## config.mk

```make
export PLATFORM = sky130hd
export DESIGN_NAME = axi_ram_arb2
export DESIGN_NICKNAME = d
export VERILOG_FILES = /design/src/rtl/axi_noc_pkg.sv /design/src/rtl/rr_arb2.sv /design/src/rtl/syncfifo_sampled.sv /design/src/rtl/axi_ram_arb2.sv
export SDC_FILE = /design/constraint.sdc
export NUM_CORES = 1
export LEC_CHECK = 0
export ABC_AREA = 1
export CORE_AREA = 2 2 308 310
export CTS_CLUSTER_DIAMETER = 50
export CTS_CLUSTER_SIZE = 16
export DETAILED_ROUTE_END_ITERATION = 10
export DIE_AREA = 0 0 310 312
export DONT_BUFFER_PORTS = 1
export PLACE_DENSITY = 0.3
export SYNTH_ARGS = -nofsm -noshare
export SYNTH_HDL_FRONTEND = slang
export SYNTH_SLANG_ARGS = --single-unit
```

## constraint.sdc

```tcl
create_clock -name clk -period 2.4 [get_ports clk]
set_clock_uncertainty 0.2 [all_clocks]
set_input_delay 0.48 -clock clk [delete_from_list [all_inputs] [get_ports clk]]
set_output_delay 0.48 -clock clk [all_outputs]
set_load 0.05 [all_outputs]
```

## src/rtl/axi_noc_pkg.sv

```systemverilog
// rtl/axi_noc_pkg.sv - shared AXI encodings, arbiter state type and slave ID width helper
package axi_noc_pkg;

  localparam logic [1:0] RESP_OKAY   = 2'b00;
  localparam logic [1:0] RESP_SLVERR = 2'b10;

  typedef enum logic [1:0] {
    BURST_FIXED = 2'b00,
    BURST_INCR  = 2'b01,
    BURST_WRAP  = 2'b10
  } burst_e;

  // OPEN: grant follows the current requests; HELD: a presented request waits for ready
  typedef enum logic {
    ARB_OPEN = 1'b0,
    ARB_HELD = 1'b1
  } arb_state_e;

  // Slave-side IDs carry one extra top bit naming the originating master
  function automatic int slave_idw(input int idw);
    return idw + 1;
  endfunction

endpackage

```

## src/rtl/rr_arb2.sv

```systemverilog
// rtl/rr_arb2.sv - two-requester round-robin arbiter whose grant is held until handshake
module rr_arb2
  import axi_noc_pkg::*;
(
  input  logic       clk,
  input  logic       rst_n,
  input  logic [1:0] req_i,
  input  logic       en_i,
  input  logic       ready_i,
  output logic       valid_o,
  output logic       gnt_o
);

  arb_state_e state_q;
  logic       rr_q;
  logic       held_q;

  // Grant: the held master while a presented request is pending, else round-robin pick
  always_comb begin
    gnt_o = 1'b0;
    if (state_q == ARB_HELD) begin
      gnt_o = held_q;
    end else if (req_i == 2'b11) begin
      gnt_o = rr_q;
    end else if (req_i[1]) begin
      gnt_o = 1'b1;
    end
  end

  assign valid_o = en_i && req_i[gnt_o];

  // Lock on a stalled request, release and rotate priority on handshake
  always_ff @(posedge clk or negedge rst_n) begin
    if (!rst_n) begin
      state_q <= ARB_OPEN;
      rr_q    <= 1'b0;
      held_q  <= 1'b0;
    end else if (valid_o && ready_i) begin
      state_q <= ARB_OPEN;
      rr_q    <= ~gnt_o;
    end else if (valid_o) begin
      state_q <= ARB_HELD;
      held_q  <= gnt_o;
    end
  end

endmodule

```

## src/rtl/syncfifo_sampled.sv

```systemverilog
// rtl/syncfifo_sampled.sv - small synchronous FIFO with registered storage and occupancy count
module syncfifo_sampled #(
  parameter int WIDTH = 1,
  parameter int DEPTH = 4
) (
  input  logic             clk,
  input  logic             rst_n,
  input  logic             push_i,
  input  logic [WIDTH-1:0] wdata_i,
  input  logic             pop_i,
  output logic [WIDTH-1:0] rdata_o,
  output logic             full_o,
  output logic             empty_o
);

  localparam int PW = (DEPTH > 1) ? $clog2(DEPTH) : 1;
  localparam int CW = $clog2(DEPTH + 1);

  logic [WIDTH-1:0] mem_q [DEPTH];
  logic [PW-1:0]    wptr_q, wptr_d;
  logic [PW-1:0]    rptr_q, rptr_d;
  logic [CW-1:0]    cnt_q, cnt_d;
  logic             do_push, do_pop;

  function automatic logic [PW-1:0] nxt(input logic [PW-1:0] p);
    return (p == PW'(DEPTH - 1)) ? '0 : p + PW'(1);
  endfunction

  assign empty_o = (cnt_q == '0);
  assign full_o  = (cnt_q == CW'(DEPTH));
  assign rdata_o = mem_q[rptr_q];
  assign do_pop  = pop_i && !empty_o;
  // A pop frees the slot the same cycle, so a full FIFO may still take a push
  assign do_push = push_i && (!full_o || do_pop);

  // Next pointers and occupancy
  always_comb begin
    wptr_d = wptr_q;
    rptr_d = rptr_q;
    cnt_d  = cnt_q;
    if (do_push) wptr_d = nxt(wptr_q);
    if (do_pop)  rptr_d = nxt(rptr_q);
    case ({do_push, do_pop})
      2'b10:   cnt_d = cnt_q + CW'(1);
      2'b01:   cnt_d = cnt_q - CW'(1);
      default: cnt_d = cnt_q;
    endcase
  end

  // Pointer and count registers; reset empties the FIFO
  always_ff @(posedge clk or negedge rst_n) begin
    if (!rst_n) begin
      wptr_q <= '0;
      rptr_q <= '0;
      cnt_q  <= '0;
    end else begin
      wptr_q <= wptr_d;
      rptr_q <= rptr_d;
      cnt_q  <= cnt_d;
    end
  end

  // Storage needs no reset: contents are only read while the count says valid
  always_ff @(posedge clk) begin
    if (do_push) mem_q[wptr_q] <= wdata_i;
  end

endmodule

```

## src/rtl/axi_ram_arb2.sv

```systemverilog
// rtl/axi_ram_arb2.sv - two-master to one-slave AXI4 arbiter in front of a shared RAM slave
module axi_ram_arb2
  import axi_noc_pkg::*;
#(
  parameter int AWID   = 32,
  parameter int IDWID  = 4,
  parameter int DWID   = 64,
  parameter int WSTRB  = DWID / 8,
  parameter int WDEPTH = 4
) (
  input  logic                          clk,
  input  logic                          rst_n,
  // master 0
  input  logic [IDWID-1:0]              m0_arid,
  input  logic [AWID-1:0]               m0_araddr,
  input  logic [7:0]                    m0_arlen,
  input  logic [2:0]                    m0_arsize,
  input  logic [1:0]                    m0_arburst,
  input  logic                          m0_arvalid,
  output logic                          m0_arready,
  output logic [IDWID-1:0]              m0_rid,
  output logic [DWID-1:0]               m0_rdata,
  output logic [1:0]                    m0_rresp,
  output logic                          m0_rlast,
  output logic                          m0_rvalid,
  input  logic                          m0_rready,
  input  logic [IDWID-1:0]              m0_awid,
  input  logic [AWID-1:0]               m0_awaddr,
  input  logic [7:0]                    m0_awlen,
  input  logic [2:0]                    m0_awsize,
  input  logic [1:0]                    m0_awburst,
  input  logic                          m0_awvalid,
  output logic                          m0_awready,
  input  logic [DWID-1:0]               m0_wdata,
  input  logic [WSTRB-1:0]              m0_wstrb,
  input  logic                          m0_wlast,
  input  logic                          m0_wvalid,
  output logic                          m0_wready,
  output logic [IDWID-1:0]              m0_bid,
  output logic [1:0]                    m0_bresp,
  output logic                          m0_bvalid,
  input  logic                          m0_bready,
  // master 1
  input  logic [IDWID-1:0]              m1_arid,
  input  logic [AWID-1:0]               m1_araddr,
  input  logic [7:0]                    m1_arlen,
  input  logic [2:0]                    m1_arsize,
  input  logic [1:0]                    m1_arburst,
  input  logic                          m1_arvalid,
  output logic                          m1_arready,
  output logic [IDWID-1:0]              m1_rid,
  output logic [DWID-1:0]               m1_rdata,
  output logic [1:0]                    m1_rresp,
  output logic                          m1_rlast,
  output logic                          m1_rvalid,
  input  logic                          m1_rready,
  input  logic [IDWID-1:0]              m1_awid,
  input  logic [AWID-1:0]               m1_awaddr,
  input  logic [7:0]                    m1_awlen,
  input  logic [2:0]                    m1_awsize,
  input  logic [1:0]                    m1_awburst,
  input  logic                          m1_awvalid,
  output logic                          m1_awready,
  input  logic [DWID-1:0]               m1_wdata,
  input  logic [WSTRB-1:0]              m1_wstrb,
  input  logic                          m1_wlast,
  input  logic                          m1_wvalid,
  output logic                          m1_wready,
  output logic [IDWID-1:0]              m1_bid,
  output logic [1:0]                    m1_bresp,
  output logic                          m1_bvalid,
  input  logic                          m1_bready,
  // slave
  output logic [slave_idw(IDWID)-1:0]   s_arid,
  output logic [AWID-1:0]               s_araddr,
  output logic [7:0]                    s_arlen,
  output logic [2:0]                    s_arsize,
  output logic [1:0]                    s_arburst,
  output logic                          s_arvalid,
  input  logic                          s_arready,
  input  logic [slave_idw(IDWID)-1:0]   s_rid,
  input  logic [DWID-1:0]               s_rdata,
  input  logic [1:0]                    s_rresp,
  input  logic                          s_rlast,
  input  logic                          s_rvalid,
  output logic                          s_rready,
  output logic [slave_idw(IDWID)-1:0]   s_awid,
  output logic [AWID-1:0]               s_awaddr,
  output logic [7:0]                    s_awlen,
  output logic [2:0]                    s_awsize,
  output logic [1:0]                    s_awburst,
  output logic                          s_awvalid,
  input  logic                          s_awready,
  output logic [DWID-1:0]               s_wdata,
  output logic [WSTRB-1:0]              s_wstrb,
  output logic                          s_wlast,
  output logic                          s_wvalid,
  input  logic                          s_wready,
  input  logic [slave_idw(IDWID)-1:0]   s_bid,
  input  logic [1:0]                    s_bresp,
  input  logic                          s_bvalid,
  output logic                          s_bready
);

  logic ar_valid, ar_gnt;
  logic aw_valid, aw_gnt;
  logic wq_full, wq_empty, wq_push, wq_pop;
  logic [0:0] wq_head;
  logic w_live, w_sel;
  logic r_sel, b_sel;

  // ---------------- read address ----------------
  rr_arb2 u_ar_arb (
    .clk     (clk),
    .rst_n   (rst_n),
    .req_i   ({m1_arvalid, m0_arvalid}),
    .en_i    (rst_n),
    .ready_i (s_arready),
    .valid_o (ar_valid),
    .gnt_o   (ar_gnt)
  );

  assign s_arvalid  = ar_valid;
  assign s_arid     = {ar_gnt, (ar_gnt ? m1_arid : m0_arid)};
  assign s_araddr   = ar_gnt ? m1_araddr  : m0_araddr;
  assign s_arlen    = ar_gnt ? m1_arlen   : m0_arlen;
  assign s_arsize   = ar_gnt ? m1_arsize  : m0_arsize;
  assign s_arburst  = ar_gnt ? m1_arburst : m0_arburst;
  assign m0_arready = ar_valid && s_arready && !ar_gnt;
  assign m1_arready = ar_valid && s_arready &&  ar_gnt;

  // ---------------- write address ----------------
  // No AW is offered while the W-order FIFO cannot record its owner
  rr_arb2 u_aw_arb (
    .clk     (clk),
    .rst_n   (rst_n),
    .req_i   ({m1_awvalid, m0_awvalid}),
    .en_i    (rst_n && !wq_full),
    .ready_i (s_awready),
    .valid_o (aw_valid),
    .gnt_o   (aw_gnt)
  );

  assign s_awvalid  = aw_valid;
  assign s_awid     = {aw_gnt, (aw_gnt ? m1_awid : m0_awid)};
  assign s_awaddr   = aw_gnt ? m1_awaddr  : m0_awaddr;
  assign s_awlen    = aw_gnt ? m1_awlen   : m0_awlen;
  assign s_awsize   = aw_gnt ? m1_awsize  : m0_awsize;
  assign s_awburst  = aw_gnt ? m1_awburst : m0_awburst;
  assign m0_awready = aw_valid && s_awready && !aw_gnt;
  assign m1_awready = aw_valid && s_awready &&  aw_gnt;

  // ---------------- write data ordering ----------------
  assign wq_push = aw_valid && s_awready;
  assign wq_pop  = s_wvalid && s_wready && s_wlast;

  syncfifo_sampled #(
    .WIDTH (1),
    .DEPTH (WDEPTH)
  ) u_wq (
    .clk     (clk),
    .rst_n   (rst_n),
    .push_i  (wq_push),
    .wdata_i (aw_gnt),
    .pop_i   (wq_pop),
    .rdata_o (wq_head),
    .full_o  (wq_full),
    .empty_o (wq_empty)
  );

  // W beats flow only from the master owning the oldest unfinished write burst
  assign w_live    = rst_n && !wq_empty;
  assign w_sel     = wq_head[0];
  assign s_wvalid  = w_live && (w_sel ? m1_wvalid : m0_wvalid);
  assign s_wdata   = w_sel ? m1_wdata : m0_wdata;
  assign s_wstrb   = w_sel ? m1_wstrb : m0_wstrb;
  assign s_wlast   = w_sel ? m1_wlast : m0_wlast;
  assign m0_wready = w_live && !w_sel && s_wready;
  assign m1_wready = w_live &&  w_sel && s_wready;

  // ---------------- read response ----------------
  assign r_sel     = s_rid[IDWID];
  assign m0_rvalid = rst_n && s_rvalid && !r_sel;
  assign m1_rvalid = rst_n && s_rvalid &&  r_sel;
  assign m0_rid    = s_rid[IDWID-1:0];
  assign m1_rid    = s_rid[IDWID-1:0];
  assign m0_rdata  = s_rdata;
  assign m1_rdata  = s_rdata;
  assign m0_rresp  = s_rresp;
  assign m1_rresp  = s_rresp;
  assign m0_rlast  = s_rlast;
  assign m1_rlast  = s_rlast;
  assign s_rready  = rst_n && (r_sel ? m1_rready : m0_rready);

  // ---------------- write response ----------------
  assign b_sel     = s_bid[IDWID];
  assign m0_bvalid = rst_n && s_bvalid && !b_sel;
  assign m1_bvalid = rst_n && s_bvalid &&  b_sel;
  assign m0_bid    = s_bid[IDWID-1:0];
  assign m1_bid    = s_bid[IDWID-1:0];
  assign m0_bresp  = s_bresp;
  assign m1_bresp  = s_bresp;
  assign s_bready  = rst_n && (b_sel ? m1_bready : m0_bready);

endmodule

```

==> results of run 1 <==
[per-layer routing]
metal	share of wire (%)	routed length, um	GRT usage (%)
met1	36	12200	5.41
met2	46	15800	8.59
met3	15	5020	3.59
met4	2.3	792	1.68
met5	0.69	234	1.43
[power by group through the flow]
| stage | registers, mW | logic (mW) | clock network, mW |
|---|---|---|---|
| 3_5_place_dp | 0.505 | 15.1 | 0 |
| 2_1_floorplan | 0.494 | 8.49 | 0 |
| 6_report | 0.512 | 18.8 | 0.349 |
| 4_1_cts | 0.502 | 16.2 | 0.379 |
| 3_3_place_gp | 0.504 | 15.2 | 0 |
| 5_1_grt | 0.532 | 19.6 | 0.393 |
[cell families after synthesis]
logic type	share of synthesized area (%)
compound gates	1.82
xor+xnor	0.392
fa+ha+maj	2.13
buf+inv	34.7
flops	9.97
simple gates	50.9
[how the worst max path moves through the flow]
stage	from	end	slack [ns]	cells after the start
detailed placement	rst_n	u_wq.cnt_q[2]	-0.18	12
global route	u_wq.rptr_q[0]	s_wdata[18]	-0.11	10
finish	u_wq.rptr_q[1]	s_wdata[2]	-0.02	8
global placement	rst_n	u_wq.cnt_q[2]	-0.19	12
CTS	u_wq.rptr_q[0]	s_wdata[9]	-0.07	8
floorplan	rst_n	u_wq.cnt_q[2]	-0.19	13
[placed cells by master (no fill, tap or decap), types with 3 or more instances in the layout]
cell and count:
nand2_1 365, buf_12 178, nand2_4 103, nand2_2 85
buf_4 40, inv_1 28, clkbuf_16 21, buf_6 19
dfrtp_1 12, nor2_1 9, diode_2 8, nand3_1 8
buf_16 8, nor2_4 6, ha_1 6, inv_2 4
nand3_4 4, nor3_2 4, o21ai_0 4, buf_8 4
edfxtp_1 4, nand2_8 3, o21ai_2 3
[per-stage QoR]
step / util, % / hold slack, ns / cell area (um2) / TNS, ns
global route: 11.5 / 0.179 / 10700 / -7.40
detailed placement: 9.14 / -0.0142 / 8500 / -0.176
global placement: 9.14 / -0.0142 / 8500 / -0.194
finish: 11.5 / 0.165 / 10700 / -0.0343
floorplan: - / -0.0156 / 4480 / -0.572
CTS: 9.73 / 0.156 / 9050 / -0.845
[state kept, by name, indices dropped and copies added, names as in the netlist]
register,count
u_wq.rptr_q,2
u_aw_arb.held_q,1
u_aw_arb.state_q,1
u_aw_arb.rr_q,1
u_wq.mem_q,4
u_wq.wptr_q,2
u_ar_arb.rr_q,1
u_ar_arb.held_q,1
u_ar_arb.state_q,1
u_wq.cnt_q,3
[final cells by class]
cell class	count	area share (%)
clock buffers	3	0.701
diodes	8	0.187
flip-flops and latches	17	4.17
multi-input cells	613	34.0
clock inverters	1	0.0467
well taps	1254	14.6
repair buffers	268	45.0
inverters	34	1.29
[what timing repair did]
item,in CTS,in global routing
hold buffers,1,0
hold endpoints to repair,13,0
setup buffers,4,10
setup endpoints to repair,103,158
resized for setup,77,297
pin swaps,9,41
cloned,6,22
==> metrics.yaml, run 1 <==
outcome: "finished, violations left"
violations: "negative setup slack"
critPathBufInv: 4
final_cells: 2198
synth.area.top_cells: "nand2_1 (47%), buf_4 (28%), dfrtp_1 (7.3%)"
leakage_nw: 4.75
ir_drop_mv: 0.577
power_frac_seq_pct: 2.6
dr.pass1.iters: 4
synth_area_per_cell_um2: 5.20
clockBufferDepth: 2
filler_cell_count: 10800
fp-row-count: 112
synthCells: 858
worst_path_most_repeated_cell: "nand2_1"
synth_ff_type: "dfrtp_1"
clock-sinks: 17
dpl.hpwl_um: 23400
worstPathRequired_ns: 1.72
hold_path.class: "input port to flop"
synthesis.nets: 1303
powerDensity_mw_per_mm2: 1830
power_frac_clock_pct: 1.8
synth_commonest_cells: "nand2_1 (554), buf_4 (165), inv_1 (31), nor2_1 (16)"
grt_pass1_wl_um: 36700
synth_async_sr_flop_share_pct: 76.5
max_freq_ghz: 0.413
synth_top_cell_by_area: "nand2_1"
yosys_register_bits: 17
maxSlewViolCount: 0
gp_congestion: 0.770
swShare_pct: 55.2
area_growth_pct: 140
maxSlewHeadroom_pct: 49.8
pre_cts_slack_ns: -0.176
rsz0062_at_grt: "true"
period_minus_slack_ns: 2.42
antenna_found_initial: 13
maxCapViolations: 0
finalCritPeriodShare_pct: 101
portBuffers: 0
multi_input_area_mm2: 0.00364
cts.clk_slew.worst_paths_ns: 0.06
pwr-share-comb_pct: 95.6
fin_ws_ns: -0.0195
intPower_mw: 8.79
die_w_um: 310
syn-cell-area_mm2: 0.00447
core_area_mm2: 0.0930
setup_violations: 3
r2r_slack_ns: 0.07
worstPathArrival_ns: 1.74
power_mw: 19.6
ys.warnings.count: 0
grt_max_degree: 51
die_y_um: 312
r2r-end: "u_wq.cnt_q[2]"
start_util_pct: 4.80
drive_gt1_share_pct: 52.8
wl_per_cell_um: 15.5
synth_top_area_share_pct: 46.6
grt_pass1_vias: 5497
dieArea_mm2: 0.0967
worst_pin_slew_ns: 0.750
hold_start: "s_awready"
vias_per_cell: 2.60
ant_nets: 0
overflow: 0
cts.root.buffer_cell: "clkbuf_16"
r2r_start: "u_wq.rptr_q[1]"
cts_buffers: 3
hold_violations: 0
wirelength_um: 34100
max_stage_delay_ns: 0.44
drtIter0Drc: 124
io_pins: 780
critPathSlowestCell: "dfrtp_2"
final_nets: 1382
htreeDepth: 1
p_switching_mw: 10.8
yosysMostFrequentCell: "nand2_1"
cp-end-kind: "primary output"
start_kind: "flop"
worstHoldEndpoint: "u_wq.wptr_q[1]"
hold_path_depth: 2
cp_max_fo: 13
grt.total_usage_pct: 5.32
drc: 0
crit_path_cell_trace: "inv_1 > nand3_4 > nand2_8 > buf_4 > clkbuf_16 > nand2_1 > nand2_1 > buf_12"
cts_tree: "built"
via_count: 5712
path_class: "flop to primary output"
regArea_um2: 447
path_delay_family: "buffers and inverters"
synth.distinct_cells: 26
dp_cells: 2144
yosysSeqAreaShare_pct: 9.97
synth_edf_count: 4
reg2reg_depth: 13
clkLatencyLatePin_ns: 0.25
Power figures use the tool's default switching activity.
==> run 2: changes to the inputs <==
- CORE_AREA: 2 2 308 310 -> 2 2 303 305
- DIE_AREA: 0 0 310 312 -> 0 0 305 307
- RECOVER_POWER: unset -> 25
==> metrics.yaml, run 2 (synthesized netlist as in run 1, its figures left out) <==
fin_ws_ns: -0.0534
final_nets: 1358
grt.total_usage_pct: 5.82
cts_tree: "built"
r2r_slack_ns: 0.03
drc: 0
vias_per_cell: 2.63
ant_nets: 0
grt_pass1_wl_um: 38800
io_pins: 780
drive_gt1_share_pct: 40.6
grt_max_degree: 32
die_y_um: 307
outcome: "finished, violations left"
fp-row-count: 111
antenna_found_initial: 17
multi_input_area_mm2: 0.00288
leakage_nw: 4.28
r2r-end: "u_wq.cnt_q[2]"
cp-end-kind: "primary output"
dieArea_mm2: 0.0936
cp_max_fo: 5
placed_area_mm2: 0.00838
regArea_um2: 445
worstPathRequired_ns: 1.72
whs_ns: 0.159
cts.clk_slew.worst_paths_ns: 0.06
hold_start: "s_awready"
maxSlewViolCount: 0
regMostFlops: "u_wq.mem_q"
via_count: 5551
worst_pin_slew_ns: 0.797
filler_cell_count: 10600
hold_path.class: "input port to flop"
hold_violations: 0
dpl.hpwl_um: 25200
wirelength_um: 30500
wl_per_cell_um: 14.5
portBuffers: 0
grt_pass1_vias: 5569
start_kind: "flop"
most-common-layout-cells: "nand2_1 (470), buf_12 (187), nand2_2 (73), buf_4 (38), inv_1 (25)"
largest_reg_flops: 4
cts_buffers: 3
worstHoldEndpoint: "u_wq.wptr_q[1]"
powerDensity_mw_per_mm2: 1880
htreeDepth: 1
area_growth_pct: 111
pre_cts_slack_ns: -0.107
worstPathArrival_ns: 1.77
hold_path_depth: 2
mostFrequentLayoutCell: "nand2_1"
top_regs: "u_wq.mem_q x4, u_wq.cnt_q x3"
overflow: 0
die_w_um: 305
clkLatencyLatePin_ns: 0.26
r2r_start: "u_wq.rptr_q[0]"
ir_drop_mv: 0.533
maxCapViolations: 0
stdcell_area_mm2: 0.00943
violations: "negative setup slack"
period_minus_slack_ns: 2.45
max_freq_ghz: 0.408
setup_violations: 8
rsz0062_at_grt: "true"
cts.root.buffer_cell: "clkbuf_16"
clock-sinks: 17
finalCritPeriodShare_pct: 102
dr.pass1.iters: 5
core_area_mm2: 0.0907
start_util_pct: 4.92
gp_congestion: 0.789
maxSlewHeadroom_pct: 46.7
clockBufferDepth: 2
reg2reg_depth: 15
path_class: "flop to primary output"
drtIter0Drc: 182
run 2: cell types whose count changed in the layout (fill, tap and decap cells not counted), sizes merged:
cell,change
clkinv,-1
buf,-11
clkbuf,-13
diode,+4
clkinvlp,+1
run 2: worst max path at each step:
stage / start / end / slack (ns)
after detailed placement: u_wq.rptr_q[0] / u_wq.cnt_q[2] / -0.11
after CTS: u_wq.rptr_q[0] / s_wdata[37] / -0.06
after floorplan: rst_n / u_wq.cnt_q[2] / -0.19
after global placement: u_wq.rptr_q[0] / u_wq.cnt_q[2] / -0.13
after global routing: u_wq.rptr_q[0] / u_wq.cnt_q[2] / -0.12
final: u_wq.rptr_q[0] / s_wdata[6] / -0.05
run 2: through the flow:
stage	util (%)	setup TNS, ns	std cells	total power, mW
final	10.4	-0.166	2110	17.7
after global placement	9.24	-0.206	2063	15.9
after floorplan	-	-0.572	858	8.99
after CTS	9.73	-1.37	2085	16.9
after detailed placement	9.24	-0.388	2063	15.7
after global routing	10.4	-4.77	2108	18.5
run 2: final cells by class:
cell class | count | share of cell area, %
Clock buffer | 3 | 0.796
Clock inverter | 1 | 0.0796
Antenna cell | 12 | 0.319
Timing Repair Buffer | 244 | 46.4
Tap cell | 1186 | 15.7
Sequential cell | 17 | 4.72
Multi-Input combinational cell | 613 | 30.5
Inverter | 34 | 1.49
run 2: timing repair:
| action | in CTS | in global routing |
|---|---|---|
| endpoints found under the setup margin | 136 | 159 |
| gates resized for setup | 59 | 110 |
| cloned | 2 | 6 |
| hold buffers | 1 | 0 |
| pin swaps | 12 | 20 |
| buffers inserted | 15 | 9 |
| endpoints found under the hold margin | 13 | 0 |
run 2: report_power, final:
part	internal, mW	leakage [nW]	total [mW]	switching [mW]
clock	0.226	0.0372	0.375	0.149
combinational	7.21	4.04	16.8	9.59
sequential	0.416	0.197	0.510	0.0935
total	7.86	4.28	17.7	9.83
run 2: critical path: stages, from the launching register on:
cell,delay (ns)
dfrtp_1,0.42
inv_2,0.11
nand2_4,0.07
nand2_4,0.07
nand2_4,0.06
nand2_8,0.11
buf_12,0.16
buf_4,0.14
nand2_1,0.10
nand2_1,0.12
buf_12,0.14
run 2: routing by layer:
| layer | share of wire (%) | track usage, % | vias to the layer above |
|---|---|---|---|
| met2 | 45 | 9.21 | 600 |
| met5 | 0.67 | 1.09 | - |
| met3 | 18 | 4.55 | 56 |
| li1 | - | - | 2520 |
| met4 | 4.4 | 3.04 | 14 |
| met1 | 32 | 5.30 | 2361 |
==> run 3: changes to the inputs <==
- HOLD_SLACK_MARGIN: unset -> 0.03
- MAX_ROUTING_LAYER: unset -> met4
==> metrics.yaml, run 3 (synthesized netlist as in run 1, its figures left out) <==
outcome: "finished, violations left"
violations: "negative setup slack"
cts.clk_slew.worst_paths_ns: 0.06
dp_cells: 2063
overflow: 0
antenna_found_initial: 16
ant_nets: 0
vias_per_cell: 2.62
dieArea_mm2: 0.0936
clock-sinks: 17
worstPathArrival_ns: 1.75
worstPathRequired_ns: 1.72
max_freq_ghz: 0.411
wirelength_um: 30800
final_nets: 1359
drive_gt1_share_pct: 44.8
htreeDepth: 1
hold_path.class: "input port to flop"
critPathSlowestCell: "dfrtp_1"
clockBufferDepth: 2
via_count: 5542
drc: 0
grt.total_usage_pct: 5.99
placed_area_mm2: 0.00838
die_y_um: 307
cp-end-kind: "primary output"
most-common-layout-cells: "nand2_1 (433), buf_12 (187), nand2_2 (75), nand2_4 (46), buf_4 (37)"
rsz0062_at_grt: "true"
stdcell_area_mm2: 0.00978
worst_pin_slew_ns: 0.802
portBuffers: 0
cp_max_fo: 7
ir_drop_mv: 0.536
fp-row-count: 111
worst_path_most_repeated_cell: "nand2_4"
grt_pass1_wl_um: 38800
cts.root.buffer_cell: "clkbuf_16"
io_pins: 780
clkLatencyLatePin_ns: 0.26
setup_violations: 20
final_core_util_pct: 10.8
start_util_pct: 4.92
die_w_um: 305
cts_tree: "built"
top_regs: "u_wq.mem_q x4, u_wq.cnt_q x3"
gp_congestion: 0.800
powerDensity_mw_per_mm2: 1860
grt_pass1_vias: 5557
largest_reg_flops: 4
max_stage_delay_ns: 0.42
path_class: "flop to primary output"
maxSlewHeadroom_pct: 46.4
dr.pass1.iters: 4
maxSlewViolCount: 0
core_area_mm2: 0.0907
finalCritPeriodShare_pct: 101
wl_per_cell_um: 14.6
crit_path_cell_trace: "inv_2 > nand2_4 > nand2_4 > nand2_4 > nand2_8 > buf_12 > clkbuf_16 > nand2_4 > nand2_4 > buf_12"
cts_buffers: 3
fin_ws_ns: -0.0312
regMostFlops: "u_wq.mem_q"
period_minus_slack_ns: 2.43
hold_violations: 0
mostFrequentLayoutCell: "nand2_1"
filler_cell_count: 10500
dpl.hpwl_um: 25200
start_kind: "flop"
drtIter0Drc: 188
leakage_nw: 4.42
final_cells: 2114
pre_cts_slack_ns: -0.107
area_growth_pct: 119
maxCapViolations: 0
grt_max_degree: 32
-- run 3: cell count changes in the layout (fill, tap and decap cells not counted), moves of 2 or more --
cell,delta
nand2_2,+2
nand2_1,-37
diode_2,+3
nand2_4,+35
clkbuf_16,+2
-- run 3: path summary, 6_finish.rpt --
| kind | from | end | slack (ns) | cells past startpoint |
|---|---|---|---|---|
| max | u_wq.rptr_q[0] | s_wdata[36] | -0.03 | 10 |
| min | s_awready | u_wq.wptr_q[1] | 0.16 | 2 |
| max reg2reg | u_wq.rptr_q[0] | u_wq.cnt_q[2] | 0.06 | 15 |
| min in group asynchronous | rst_n | u_ar_arb.state_q | 0.55 | 1 |
| min reg2reg | u_ar_arb.held_q | u_ar_arb.held_q | 0.30 | 2 |
| max in group asynchronous | rst_n | u_wq.cnt_q[1] | 0.94 | 1 |
-- run 3: timing repair --
action / 4_1_cts / 5_1_grt
buffers inserted: 15 / 9
gates cloned: 2 / 8
hold buffers: 1 / 0
setup endpoints to repair: 136 / 159
pin swaps: 12 / 51
endpoints found under the hold margin: 13 / 0
resized for setup: 59 / 186
-- run 3: layer usage --
metal | vias to the layer above | GRT usage [%] | routed length [um]
met5 | - | - | 0
li1 | 2530 | - | -
met2 | 594 | 9.13 | 14200
met4 | 0 | 3.03 | 1170
met1 | 2376 | 5.58 | 10300
met3 | 42 | 4.36 | 5150
-- run 3: cell type report --
| cell class | count | area (um2) | share of cell area, % |
|---|---|---|---|
| Multi-Input combinational cell | 613 | 3150 | 32.3 |
| Clock inverter | 1 | 7.51 | 0.0768 |
| Sequential cell | 17 | 445 | 4.56 |
| Tap cell | 1186 | 1480 | 15.2 |
| Timing Repair Buffer | 245 | 4430 | 45.3 |
| Antenna cell | 15 | 37.5 | 0.384 |
| Clock buffer | 3 | 75.1 | 0.768 |
| Inverter | 34 | 144 | 1.47 |
-- run 3: stage by stage --
stage	setup TNS [ns]	power [mW]	hold WS, ns
after floorplan	-0.572	8.99	-0.0156
after global placement	-0.206	15.9	-0.0132
after detailed placement	-0.388	15.7	-0.0133
after CTS	-1.37	16.9	0.153
after global routing	-6.04	19.1	0.164
final	-0.245	18.2	0.160
-- run 3: power breakdown --
part	leakage (nW)	switching, mW	internal (mW)
Clock	0.0372	0.148	0.226
Sequential	0.197	0.0934	0.416
Combinational	4.19	9.84	7.49
-- run 3: critical path, delay by kind of cell (launching register included) --
kind	cells	cell delay [ns]
buf+inv	4	0.58
flops	1	0.42
simple gates	6	0.46
